## src/rtl/alu_seq_pkg.sv

```systemverilog
// Shared op codes, FSM states and op classification for alu_seq.
// Optional divider datapath: define ALU_SEQ_DIV_EN.
package alu_pkg;

  localparam logic [3:0] ALU_ADD   = 4'b0000;
  localparam logic [3:0] ALU_SUB   = 4'b0001;
  localparam logic [3:0] ALU_AND   = 4'b0010;
  localparam logic [3:0] ALU_OR    = 4'b0011;
  localparam logic [3:0] ALU_XOR   = 4'b0100;
  localparam logic [3:0] ALU_SLT   = 4'b0101;
  localparam logic [3:0] ALU_SLTU  = 4'b0110;
  localparam logic [3:0] ALU_MUL   = 4'b1000;
  localparam logic [3:0] ALU_MULHU = 4'b1001;
  localparam logic [3:0] ALU_DIVU  = 4'b1010;
  localparam logic [3:0] ALU_REMU  = 4'b1011;
  localparam logic [3:0] ALU_DIV   = 4'b1100;
  localparam logic [3:0] ALU_REM   = 4'b1101;

  typedef enum logic [1:0] {
    ST_IDLE = 2'd0,
    ST_CALC = 2'd1,
    ST_FIX  = 2'd2
  } state_t;

  // True for any divide/remainder code, whether or not the divider is built.
  function automatic logic is_div(input logic [3:0] op);
    return (op == ALU_DIVU) || (op == ALU_REMU) || (op == ALU_DIV) || (op == ALU_REM);
  endfunction

  // Ops that take the iterative CALC/FIX path.
  function automatic logic is_multicycle(input logic [3:0] op);
`ifdef ALU_SEQ_DIV_EN
    return (op == ALU_MUL) || (op == ALU_MULHU) || is_div(op);
`else
    return (op == ALU_MUL) || (op == ALU_MULHU);
`endif
  endfunction

endpackage

```

## src/rtl/alu_seq_divider.sv

```systemverilog
// Restoring divider, one quotient bit per step, with signed result fix-up.
// Instantiated by alu_seq only when ALU_SEQ_DIV_EN is defined.
module alu_seq_divider
  import alu_pkg::*;
#(
  parameter int unsigned WIDTH = 32
) (
  input  logic             clk,
  input  logic             rst_n,
  input  logic             i_load,
  input  logic             i_step,
  input  logic             i_signed,
  input  logic [WIDTH-1:0] i_dividend,
  input  logic [WIDTH-1:0] i_divisor,
  output logic [WIDTH-1:0] o_quot_c,
  output logic [WIDTH-1:0] o_rem_c
);

  logic [WIDTH-1:0] r_quo;
  logic [WIDTH-1:0] r_rem;
  logic [WIDTH-1:0] r_dvs;
  logic             r_neg_q;
  logic             r_neg_r;

  logic             w_a_neg;
  logic             w_b_neg;
  logic [WIDTH-1:0] w_abs_a;
  logic [WIDTH-1:0] w_abs_b;
  logic [WIDTH:0]   w_shift;
  logic [WIDTH:0]   w_diff;

  // Operand magnitudes; the most-negative value maps to itself, read as unsigned.
  assign w_a_neg = i_signed && i_dividend[WIDTH-1];
  assign w_b_neg = i_signed && i_divisor[WIDTH-1];
  assign w_abs_a = w_a_neg ? (~i_dividend + WIDTH'(1)) : i_dividend;
  assign w_abs_b = w_b_neg ? (~i_divisor + WIDTH'(1)) : i_divisor;

  // Trial subtraction of the divisor from the shifted partial remainder.
  assign w_shift = {r_rem, r_quo[WIDTH-1]};
  assign w_diff  = w_shift - {1'b0, r_dvs};

  // Load magnitudes and sign flags, then shift-subtract once per step.
  always_ff @(posedge clk or negedge rst_n) begin
    if (!rst_n) begin
      r_quo   <= '0;
      r_rem   <= '0;
      r_dvs   <= '0;
      r_neg_q <= 1'b0;
      r_neg_r <= 1'b0;
    end else if (i_load) begin
      r_quo   <= w_abs_a;
      r_rem   <= '0;
      r_dvs   <= w_abs_b;
      r_neg_q <= w_a_neg ^ w_b_neg;
      r_neg_r <= w_a_neg;
    end else if (i_step) begin
      if (!w_diff[WIDTH]) begin
        r_rem <= w_diff[WIDTH-1:0];
        r_quo <= {r_quo[WIDTH-2:0], 1'b1};
      end else begin
        r_rem <= w_shift[WIDTH-1:0];
        r_quo <= {r_quo[WIDTH-2:0], 1'b0};
      end
    end
  end

  // Quotient negated on sign mismatch; remainder follows the dividend.
  assign o_quot_c = r_neg_q ? (~r_quo + WIDTH'(1)) : r_quo;
  assign o_rem_c  = r_neg_r ? (~r_rem + WIDTH'(1)) : r_rem;

endmodule

```

## src/rtl/alu_seq.sv

```systemverilog
// Multi-cycle ALU: single-cycle RV32 ops plus iterative MUL/MULHU and,
// when ALU_SEQ_DIV_EN is defined, DIV/DIVU/REM/REMU via alu_seq_divider.
module alu_seq
  import alu_pkg::*;
#(
  parameter int unsigned WIDTH = 32,
  parameter int unsigned CNT_W = $clog2(WIDTH) + 1
) (
  input  logic             clk,
  input  logic             rst_n,
  input  logic             start,
  input  logic [3:0]       ALUControl,
  input  logic [WIDTH-1:0] srcA,
  input  logic [WIDTH-1:0] srcB,
  output logic             busy,
  output logic             done,
  output logic [WIDTH-1:0] result
);

  state_t             r_state;
  logic [3:0]         r_op;
  logic [WIDTH-1:0]   r_mcand;
  logic [2*WIDTH-1:0] r_prod;
  logic [CNT_W-1:0]   r_cnt;
  logic               r_busy;
  logic               r_done;
  logic [WIDTH-1:0]   r_result;

  logic               w_multi;
  logic [WIDTH-1:0]   w_alu;
  logic [WIDTH-1:0]   w_fix;
  logic [WIDTH:0]     w_mul_sum;

  // Divide by zero is resolved in one cycle and never iterates.
  assign w_multi = is_multicycle(ALUControl) && !(is_div(ALUControl) && (srcB == '0));

  // Single-cycle results, taken from the live inputs on the accepting edge.
  always_comb begin
    w_alu = '0;
    case (ALUControl)
      ALU_ADD:  w_alu = srcA + srcB;
      ALU_SUB:  w_alu = srcA - srcB;
      ALU_AND:  w_alu = srcA & srcB;
      ALU_OR:   w_alu = srcA | srcB;
      ALU_XOR:  w_alu = srcA ^ srcB;
      ALU_SLT:  w_alu = WIDTH'($signed(srcA) < $signed(srcB));
      ALU_SLTU: w_alu = WIDTH'(srcA < srcB);
`ifdef ALU_SEQ_DIV_EN
      ALU_DIVU, ALU_DIV: w_alu = '1;
      ALU_REMU, ALU_REM: w_alu = srcA;
`endif
      default:  w_alu = '0;
    endcase
  end

  // Shift-add step: conditionally add multiplicand to the upper half.
  assign w_mul_sum = {1'b0, r_prod[2*WIDTH-1:WIDTH]} + (r_prod[0] ? {1'b0, r_mcand} : '0);

`ifdef ALU_SEQ_DIV_EN
  logic             w_div_load;
  logic             w_div_step;
  logic             w_div_signed;
  logic [WIDTH-1:0] w_quot;
  logic [WIDTH-1:0] w_rem;

  assign w_div_load   = (r_state == ST_IDLE) && start && w_multi && is_div(ALUControl);
  assign w_div_step   = (r_state == ST_CALC) && is_div(r_op);
  assign w_div_signed = (ALUControl == ALU_DIV) || (ALUControl == ALU_REM);

  alu_seq_divider #(.WIDTH(WIDTH)) u_div (
    .clk        (clk),
    .rst_n      (rst_n),
    .i_load     (w_div_load),
    .i_step     (w_div_step),
    .i_signed   (w_div_signed),
    .i_dividend (srcA),
    .i_divisor  (srcB),
    .o_quot_c   (w_quot),
    .o_rem_c    (w_rem)
  );
`endif

  // Final result selection for the iterative ops.
  always_comb begin
    w_fix = '0;
    case (r_op)
      ALU_MUL:   w_fix = r_prod[WIDTH-1:0];
      ALU_MULHU: w_fix = r_prod[2*WIDTH-1:WIDTH];
`ifdef ALU_SEQ_DIV_EN
      ALU_DIVU, ALU_DIV: w_fix = w_quot;
      ALU_REMU, ALU_REM: w_fix = w_rem;
`endif
      default:   w_fix = '0;
    endcase
  end

  // Control FSM with the multiplier datapath and registered outputs.
  always_ff @(posedge clk or negedge rst_n) begin
    if (!rst_n) begin
      r_state  <= ST_IDLE;
      r_op     <= '0;
      r_mcand  <= '0;
      r_prod   <= '0;
      r_cnt    <= '0;
      r_busy   <= 1'b0;
      r_done   <= 1'b0;
      r_result <= '0;
    end else begin
      r_done <= 1'b0;
      case (r_state)
        ST_IDLE: begin
          if (start) begin
            r_op <= ALUControl;
            if (w_multi) begin
              r_mcand <= srcA;
              r_prod  <= {WIDTH'(0), srcB};
              r_cnt   <= CNT_W'(WIDTH);
              r_busy  <= 1'b1;
              r_state <= ST_CALC;
            end else begin
              r_result <= w_alu;
              r_done   <= 1'b1;
            end
          end
        end
        ST_CALC: begin
          r_prod <= {w_mul_sum, r_prod[WIDTH-1:1]};
          r_cnt  <= r_cnt - CNT_W'(1);
          if (r_cnt == CNT_W'(1)) begin
            r_state <= ST_FIX;
          end
        end
        ST_FIX: begin
          r_result <= w_fix;
          r_done   <= 1'b1;
          r_busy   <= 1'b0;
          r_state  <= ST_IDLE;
        end
        default: r_state <= ST_IDLE;
      endcase
    end
  end

  assign busy   = r_busy;
  assign done   = r_done;
  assign result = r_result;

endmodule
```

## config.mk

```make
export PLATFORM = sky130hd
export DESIGN_NAME = alu_seq
export DESIGN_NICKNAME = d
export VERILOG_FILES = /design/src/rtl/alu_seq_pkg.sv /design/src/rtl/alu_seq_divider.sv /design/src/rtl/alu_seq.sv
export SDC_FILE = /design/constraint.sdc
export NUM_CORES = 1
export LEC_CHECK = 0
export CAP_MARGIN = 20
export CORE_MARGIN = 2
export CORE_UTILIZATION = 55
export CTS_CLUSTER_SIZE = 24
export DETAILED_ROUTE_END_ITERATION = 12
export PLACE_DENSITY = 0.88
export SETUP_SLACK_MARGIN = 0.3
export SLEW_MARGIN = 20
export SYNTH_ARGS = -nofsm -noshare
export SYNTH_HDL_FRONTEND = slang
export SYNTH_SLANG_ARGS = --single-unit
export TNS_END_PERCENT = 30
```

## constraint.sdc

```tcl
create_clock -name clk -period 4.2 [get_ports clk]
set_input_delay 0.63 -clock clk [delete_from_list [all_inputs] [get_ports clk]]
set_output_delay 0.63 -clock clk [all_outputs]
set_load 0.05 [all_outputs]
```

# Word level (Yosys, flattened, before mapping)
# Index checks and enable logic that the tools add are counted.
# W data, S select, Z words.
word_totals:
  reg_bits: 142
  inputBits: 71
op_classes:
  addsub: 4
  order_cmp: 2
  eq_ne: 21
  mux: 22
  bitwise: 3
  n_reduce_logical: 18
ops:
  columns: ["cell", "count"]
  rows:
  - ["$pmux W32 S7", 1]
  - ["$mux W64", 2]
  - ["$pmux W32 S2", 2]
  - ["$pmux W64 S2", 1]
  - ["$mux W32", 3]
  - ["$lt A32 B32 Y1", 2]
  - ["$add A32 B32 Y33", 1]
  - ["$add A32 B32 Y32", 1]
  - ["$and A32 B32 Y32", 1]
  - ["$eq A4 B4 Y1 const B", 8]
  - ["$logic_not A32 Y1", 1]
  - ["$or A32 B32 Y32", 1]
  - ["$sub A32 B32 Y32", 1]
  - ["$xor A32 B32 Y32", 1]
  - ["$reduce_and A3 Y1", 5]
  - ["$eq A4 B3 Y1 const B", 3]
  - ["$mux W6", 2]
  - ["$pmux W6 S2", 1]
  - ["$eq A4 B2 Y1 const B", 2]
  - ["$ne A2 B2 Y1 const B", 4]
  - ["$eq A6 B1 Y1 const B", 1]
  - ["$mux W2", 3]
  - ["$sub A6 B1 Y6 const B", 1]
  - ["$eq A4 B1 Y1 const B", 1]
  - ["12 further kinds", 21]

# Longest topological paths before layout
# Gate-level depths: netlist (run 1).
logic_depth:
  word_depth: 10
  depth_mapped: 13
  ltp_nobuf: 12

# Least setup slack after synthesis (run 1)
# OpenSTA, ideal clock, no wires.
synth_path:
  kind: "input to register"
  start: "in srcA[3]"
  end: "reg r_result[19] (netlist: result[19])"
  setup_ns: 0.130
  arrival_time_ns: 2.997
  t_required_ns: 4.070
  setup_slack_ns: 1.073
  path_stages: 12
  path_buffers: 1
  cell_sequence: "inv_1 ha_1 buf_6 a21o_1 a221oi_2 nand2_1 a31o_1 a221o_1 a311o_1 and4_4 a311oi_1 o21ai_1"
synth_between:
  elab_chain_len: 5
  word_cells_on_any_way: 6
synth_lines:
  columns: ["item", "line_no", "text"]
  rows:
  - ["start: declaration", "alu_seq.sv:13", "input logic [WIDTH-1:0] srcA,"]
  - ["$sub A32 B32 Y32 or $add A32 B32 Y32 (tied branches)", "alu_seq.sv:42, alu_seq.sv:41", null]
  - ["$pmux W32 S7 *", "alu_seq.sv:40", "case (ALUControl)"]
  - ["$mux W32 *", "alu_seq.sv:114", "if (w_multi) begin"]
  - ["$mux W32 *", "alu_seq.sv:112", "if (start) begin"]
  - ["$pmux W32 S2 *", "alu_seq.sv:110", "case (r_state)"]
  - ["end signal: assignment", "alu_seq.sv:121", "r_result <= w_alu;"]
  - ["end signal: assignment", "alu_seq.sv:134", "r_result <= w_fix;"]
  - ["end: declaration", "alu_seq.sv:27", "logic [WIDTH-1:0] r_result;"]
# Every way passes the cells marked *; elsewhere a longest branch is shown, timed or not. The select of a mux whose other input is x is not followed.
# A chain may end at the register's enable or synchronous reset.

# Final worst setup path (run 1)
layout_path:
  start: "in srcB[6]"
  end: "reg r_result[30] (netlist: result[30])"
layout_between:
  elab_chain_len: 6
  word_cells_on_any_way: 12
layout_lines:
  columns: ["item", "line_no", "text"]
  rows:
  - ["start: declaration", "alu_seq.sv:14", "input logic [WIDTH-1:0] srcB,"]
  - ["parallel branches: the longest is 6 deep, another holds $sub A32 B32 Y32", null, null]
# Parallel ways; which one is timed is not known. The select of a mux whose other input is x is not followed.

==> metrics.txt, run 1 <==
die width 157 microns; Sink Count 142; H-tree depth 4; diodes inserted 0; P_leak 6.75 nW; drt via density 6.53; crit path time final 3850 ps; post-synth cell types 76; DP Wirelength 36300 microns; Worst Setup Start Kind primary input; Synth Flop Type dfrtp_1; CTS buffer count 17; CP Class primary input to flop; register area share after synthesis 27.6%; largest area contributor in the netlist dfrtp_1; FF+latch area 3550 sq um; final-layout fill cell count 2047; initial antenna violation count 0; Routability Congestion 1.02; Yosys reg bits 142; most frequent cells in the layout o21ai_0, nand2_1, a21oi_1; Max Freq 260 MHz; Post-Syn Instances 1649; EDFF count, synth 0; Reg2Reg Launch Point r_prod[0]$_DFFE_PN0P_; CTS max path bufs 2; syn avg cell area 7.82 sq um; RSZ-0062 raised after global routing true; post-synth top area share 27.6%; first-pass GRT wire length 72600 microns; Fin. Hold Viols 0; DR vias 13500; Sum Neg Setup Slack 0 ps; slew at the pin closest to its max-slew limit 968 ps; critical path data arrival time 4160 ps; Synth Warn # 0; Tcrit/Tclk final 91.6%; share of layout cells above drive strength 1 7.09%; Final Max Tran Viols 0; area growth from synthesis to layout 16.8%; outcome complete, no violations; max incr delay on CP 630 ps; core area 23300 sq um; starting density of the core 55.4%; grt ovf 0; HP Class primary input to asynchronous set/reset pin; Root Buffer clkbuf_16; syn_nets 1870; Iter 0 DRT Violations 1912; # setup viols final 0; # DRC 0; pin count of the biggest net entering global routing 99; vias in the first global route 12600; Layout Skew 16.2 ps; Reg2Reg Setup Slack 540 ps; Rows 56; later-pin clock latency in the skew report 430 ps; Slew Limit Headroom 35.2%; largest cells by area after synthesis dfrtp_1, ha_1, o21ai_0; Peak VDD IR 0.421 mV; Crit-path slowest cell o311ai_0; Port Buffers 104; DIE AREA 24700 sq um; Design Area, Final 15100 sq um; Critical Path RT 4510 ps; crit-path max FO 7; post-detailed-route count of antenna-violating nets 0; Pwr Density 502 nW/um^2; critical path capture point type flop; gr usage total 38.5%; max-cap violation count 0; TritonCTS clock tree built; die height 157 microns; cells on worst reg2reg path 12; Nets 1957; DRT Pass-1 Iters 6; most common cell after layout, fill and taps aside o21ai_0; Post-synth ARST share 100%; crit-path cells clkdlybuf4s50_1 -> inv_1 -> ha_1 -> inv_1 -> o311ai_0 -> a211oi_1 -> a21oi_2 -> a211oi_1 -> a311oi_1 -> a221oi_2 -> xnor2_1 -> o311ai_1; total placed instance area 14500 sq um; Post-Syn Area 12900 sq um; WL final 47300 microns; CTS clk-pin slew, worst paths 70 ps; Reg2Reg Capture Point r_prod[63]$_DFFE_PN0P_; post-DR wirelength/cell 22.9 microns; area of the multi-input gates 8620 sq um; I/O Pins 105
-- worst max path at each step --
| stage | startpoint | endpoint | slack [ps] | cells past startpoint |
|---|---|---|---|---|
| floorplan | srcA[3] | result[19]$_DFFE_PN0P_ | 1070 | 12 |
| global placement | srcB[6] | result[30]$_DFFE_PN0P_ | 80 | 12 |
| detailed placement | srcA[13] | result[23]$_DFFE_PN0P_ | 40 | 12 |
| CTS | srcB[6] | result[30]$_DFFE_PN0P_ | 480 | 12 |
| global route | srcA[11] | result[24]$_DFFE_PN0P_ | 180 | 12 |
| finish | srcB[6] | result[30]$_DFFE_PN0P_ | 350 | 12 |
-- metal layers --
layer	share of wire [%]	track usage [%]	vias up	routed length, microns
met2	41	54.5	809	19400
met1	44	57.7	6478	20800
met3	12	9.99	108	5730
li1	-	-	6116	-
met4	2.8	10.5	0	1340
met5	0	0	-	0
-- synthesized netlist by cell type (all sizes together) (14+ instances only) --
cell type,n
nor3,24
nand2,169
nand2b,14
nor2b,17
nor2,126
a21o,26
o21bai,16
nand3,32
xnor2,38
dfrtp,142
and2,39
a22oi,40
clkbuf,81
xor2,15
buf,18
ha,147
a31oi,23
o21ai,193
inv,97
a221oi,17
o22ai,18
a211oi,22
a21oi,156
-- critical path: cells and delay by family --
kind,cells,cell delay [ps]
buffers and inverters,3,790
AO/OA/AOI/OAI,7,2140
XOR/XNOR,1,170
adder cells (fa/ha/maj),1,440
-- state kept, by name (all words and copies together) (netlist names) --
signal / flops
r_prod: 64
r_mcand: 32
result: 32
r_cnt: 6
r_op: 4
r_state: 2
busy: 1
done: 1
-- kinds of logic (layout without fill, tap and decap cells) --
logic type	Yosys count	after routing	share of synthesized area [%]
compound gates	622	622	30.3
fa+ha+maj	150	150	14.7
simple gates	471	471	16.9
mux	12	12	0.971
buf+inv	199	299	5.93
xor+xnor	53	53	3.60
flops	142	142	27.6
-- area by class of cell --
cell class / instances / area share, %
multi-input cells: 1308 / 57.3
flip-flops and latches: 142 / 23.6
repair buffers: 167 / 10.1
clock buffers: 18 / 2.85
well taps: 319 / 2.65
inverters: 100 / 2.49
clock inverters: 14 / 0.989
-- metrics by stage --
step | power, mW | worst slack, ps | utilization, % | hold WS (ps) | instances
global route | 7.96 | 181 | 64.7 | 370 | 2068
floorplan | 4.65 | 1070 | - | 334 | 1649
global placement | 5.81 | 77.4 | 62.1 | 452 | 2034
detailed placement | 5.91 | 41.3 | 62.1 | 463 | 2034
CTS | 7.46 | 482 | 64.6 | 346 | 2066
finish | 7.55 | 354 | 64.7 | 290 | 2068
-- power breakdown --
part / internal (mW) / switching, mW / leakage [nW]
registers: 1.93 / 0.555 / 1.83
logic: 1.31 / 2.24 / 4.64
clock network: 0.839 / 0.677 / 0.278
total: 4.08 / 3.47 / 6.75
-- timing repair --
action,in CTS,in global routing
setup endpoints to repair,0,7
setup buffers,0,2
gates resized for setup,0,1
hold buffers,0,0
Note: power is estimated with default switching activity, not from simulation.
==> inputs of run 2 (changes only) <==
--- a/config.mk
+++ b/config.mk
@@ -12,7 +12,7 @@
 export DETAILED_ROUTE_END_ITERATION = 12
 export PLACE_DENSITY = 0.88
 export SETUP_SLACK_MARGIN = 0.3
-export SLEW_MARGIN = 20
+export SLEW_MARGIN = 30
 export SYNTH_ARGS = -nofsm -noshare
 export SYNTH_HDL_FRONTEND = slang
 export SYNTH_SLANG_ARGS = --single-unit
==> metrics.txt, run 2 (synthesis results as in run 1) <==
outcome complete, no violations (unchanged); later-pin clock latency in the skew report 430 ps (about the same); Clock power frac 20.0% (was 20.1%); slew at the pin closest to its max-slew limit 953 ps (was 968 ps); Pwr Density 501 nW/um^2 (was 502 nW/um^2); DIE AREA 24700 sq um (unchanged); initial antenna violation count 0 (unchanged); switching part of the total power 46.0% (about the same); # setup viols final 0 (unchanged); Crit-path slowest cell o311ai_0 (unchanged); Reg2Reg Launch Point r_prod[0]$_DFFE_PN0P_ (unchanged); pin count of the biggest net entering global routing 99 (unchanged); gr usage total 38.5% (unchanged); final hold slack 273 ps (was 290 ps); CTS buffer count 17 (unchanged); Tcrit/Tclk final 90.8% (was 91.6%); Peak VDD IR 0.419 mV (was 0.421 mV); CTS clk-pin slew, worst paths 70 ps (about the same); most common cell after layout, fill and taps aside o21ai_0 (unchanged); Int Pwr 4.08 mW (about the same); Fin. Hold Viols 0 (unchanged); Root Buffer clkbuf_16 (unchanged); critical path capture point type flop (unchanged); final-layout fill cell count 2047 (unchanged); crit-path cells clkdlybuf4s50_1 -> inv_1 -> ha_1 -> inv_1 -> o311ai_0 -> a211oi_1 -> a21oi_2 -> a211oi_1 -> a311oi_1 -> a221oi_2 -> xnor2_1 -> o311ai_1 (unchanged); max-cap violation count 0 (unchanged); DP Cell Count 2034 (unchanged); max incr delay on CP 630 ps (about the same); Worst Setup Start Kind primary input (unchanged); starting density of the core 55.4% (unchanged); Port Buffers 104 (unchanged); post-detailed-route count of antenna-violating nets 0 (unchanged); Final Max Tran Viols 0 (unchanged); max reg flops 64 (unchanged); CTS max path bufs 2 (unchanged); die height 157 microns (unchanged); Reg2Reg Capture Point r_prod[63]$_DFFE_PN0P_ (unchanged); core area 23300 sq um (unchanged); WL final 47300 microns (about the same); grt ovf 0 (unchanged); buffer and inverter count on the worst path 3 (unchanged); area of the multi-input gates 8620 sq um (unchanged); CP delay by family, top compound AO/OA/AOI/OAI gates (unchanged); H-tree depth 4 (unchanged); DP Wirelength 36300 microns (unchanged); RSZ-0062 raised after global routing true (unchanged); Critical Path RT 4510 ps (about the same); CTS Hold Bufs 0 (unchanged); critical path data arrival time 4130 ps (was 4160 ps); Place WS 41.3 ps (unchanged); first-pass GRT wire length 72600 microns (unchanged); Reg power frac 32.9% (about the same); most frequent cells in the layout o21ai_0, nand2_1, a21oi_1 (unchanged); CP Class primary input to flop (unchanged); share of layout cells above drive strength 1 7.09% (unchanged); Largest Register r_prod (unchanged); P_leak 6.75 nW (about the same); Reg2Reg Setup Slack 540 ps (about the same); Slew Limit Headroom 36.2% (was 35.2%); critical path depth 12 (unchanged); Nets 1957 (unchanged); drt via density 6.53 (about the same); area growth from synthesis to layout 16.8% (about the same); HP Class primary input to asynchronous set/reset pin (unchanged); Critical Path Start srcB[6] (unchanged); die width 157 microns (unchanged); DR vias 13500 (about the same); crit-path max FO 7 (unchanged); cells on worst reg2reg path 12 (unchanged); P_sw 3.47 mW (about the same); Comb pwr share 47.0% (about the same); Rows 56 (unchanged); # DRC 0 (unchanged); Sink Count 142 (unchanged); vias in the first global route 12600 (unchanged); FF+latch area 3550 sq um (unchanged); DRT Pass-1 Iters 6 (unchanged); worst setup path end result[30]$_DFFE_PN0P_ (unchanged); Sum Neg Setup Slack 0 ps (unchanged); I/O Pins 105 (unchanged); Iter 0 DRT Violations 1916 (was 1912); crit path time final 3810 ps (was 3850 ps); post-DR wirelength/cell 22.9 microns (about the same); Layout Skew 17.5 ps (was 16.2 ps); diodes inserted 0 (unchanged); Max Freq 262 MHz (was 260 MHz); Routability Congestion 1.02 (unchanged); Post-Layout Cell Count 2068 (unchanged); final setup margin 386 ps (was 354 ps); TritonCTS clock tree built (unchanged)
==> run 2: cell count changes in the layout (fill, tap and decap cells not counted) <==
cell	delta
clkbuf_8	+1
buf_6	-1
==> run 2: per-layer routing <==
layer | global-route usage [%] | routed length, microns
met1 | 57.7 | 20700
met2 | 54.5 | 19400
met3 | 9.99 | 5840
met4 | 10.5 | 1350
met5 | 0 | 0
==> run 2: layout make-up <==
class | count | area share, %
clock inverters | 14 | 0.989
inverters | 100 | 2.49
flip-flops and latches | 142 | 23.6
multi-input cells | 1308 | 57.3
well taps | 319 | 2.65
repair buffers | 167 | 10.2
clock buffers | 18 | 2.85
==> run 2: how the worst min path moves through the flow <==
| stage | from | endpoint |
|---|---|---|
| after global placement | r_mcand[31]$_DFFE_PN0P_ | r_mcand[31]$_DFFE_PN0P_ |
| after floorplan | rst_n | busy$_DFFE_PN0P_ |
| after detailed placement | r_mcand[30]$_DFFE_PN0P_ | r_mcand[30]$_DFFE_PN0P_ |
| after global routing | rst_n | r_mcand[7]$_DFFE_PN0P_ |
| after CTS | rst_n | r_mcand[6]$_DFFE_PN0P_ |
| final | rst_n | r_mcand[6]$_DFFE_PN0P_ |
==> run 2: timing repair <==
action | CTS | global route
hold endpoints to repair | 0 | 0
resized for setup | 0 | 1
setup buffers | 0 | 2
endpoints found under the setup margin | 0 | 7
==> run 2: per-stage QoR <==
| step | util, % | cell area [sq um] | power, mW |
|---|---|---|---|
| 3_5_place_dp | 62.1 | 14500 | 5.91 |
| 3_3_place_gp | 62.1 | 14500 | 5.81 |
| 2_1_floorplan | - | 12900 | 4.65 |
| 4_1_cts | 64.6 | 15000 | 7.46 |
| 6_report | 64.7 | 15100 | 7.55 |
| 5_1_grt | 64.7 | 15100 | 7.96 |
==> run 2: power by group through the flow <==
stage / logic [mW] / registers, mW / clock network [mW]
4_1_cts: 3.49 / 2.45 / 1.52
2_1_floorplan: 2.04 / 2.62 / 0
3_5_place_dp: 3.45 / 2.46 / 0
3_3_place_gp: 3.37 / 2.44 / 0
6_report: 3.55 / 2.49 / 1.51
5_1_grt: 3.85 / 2.53 / 1.58
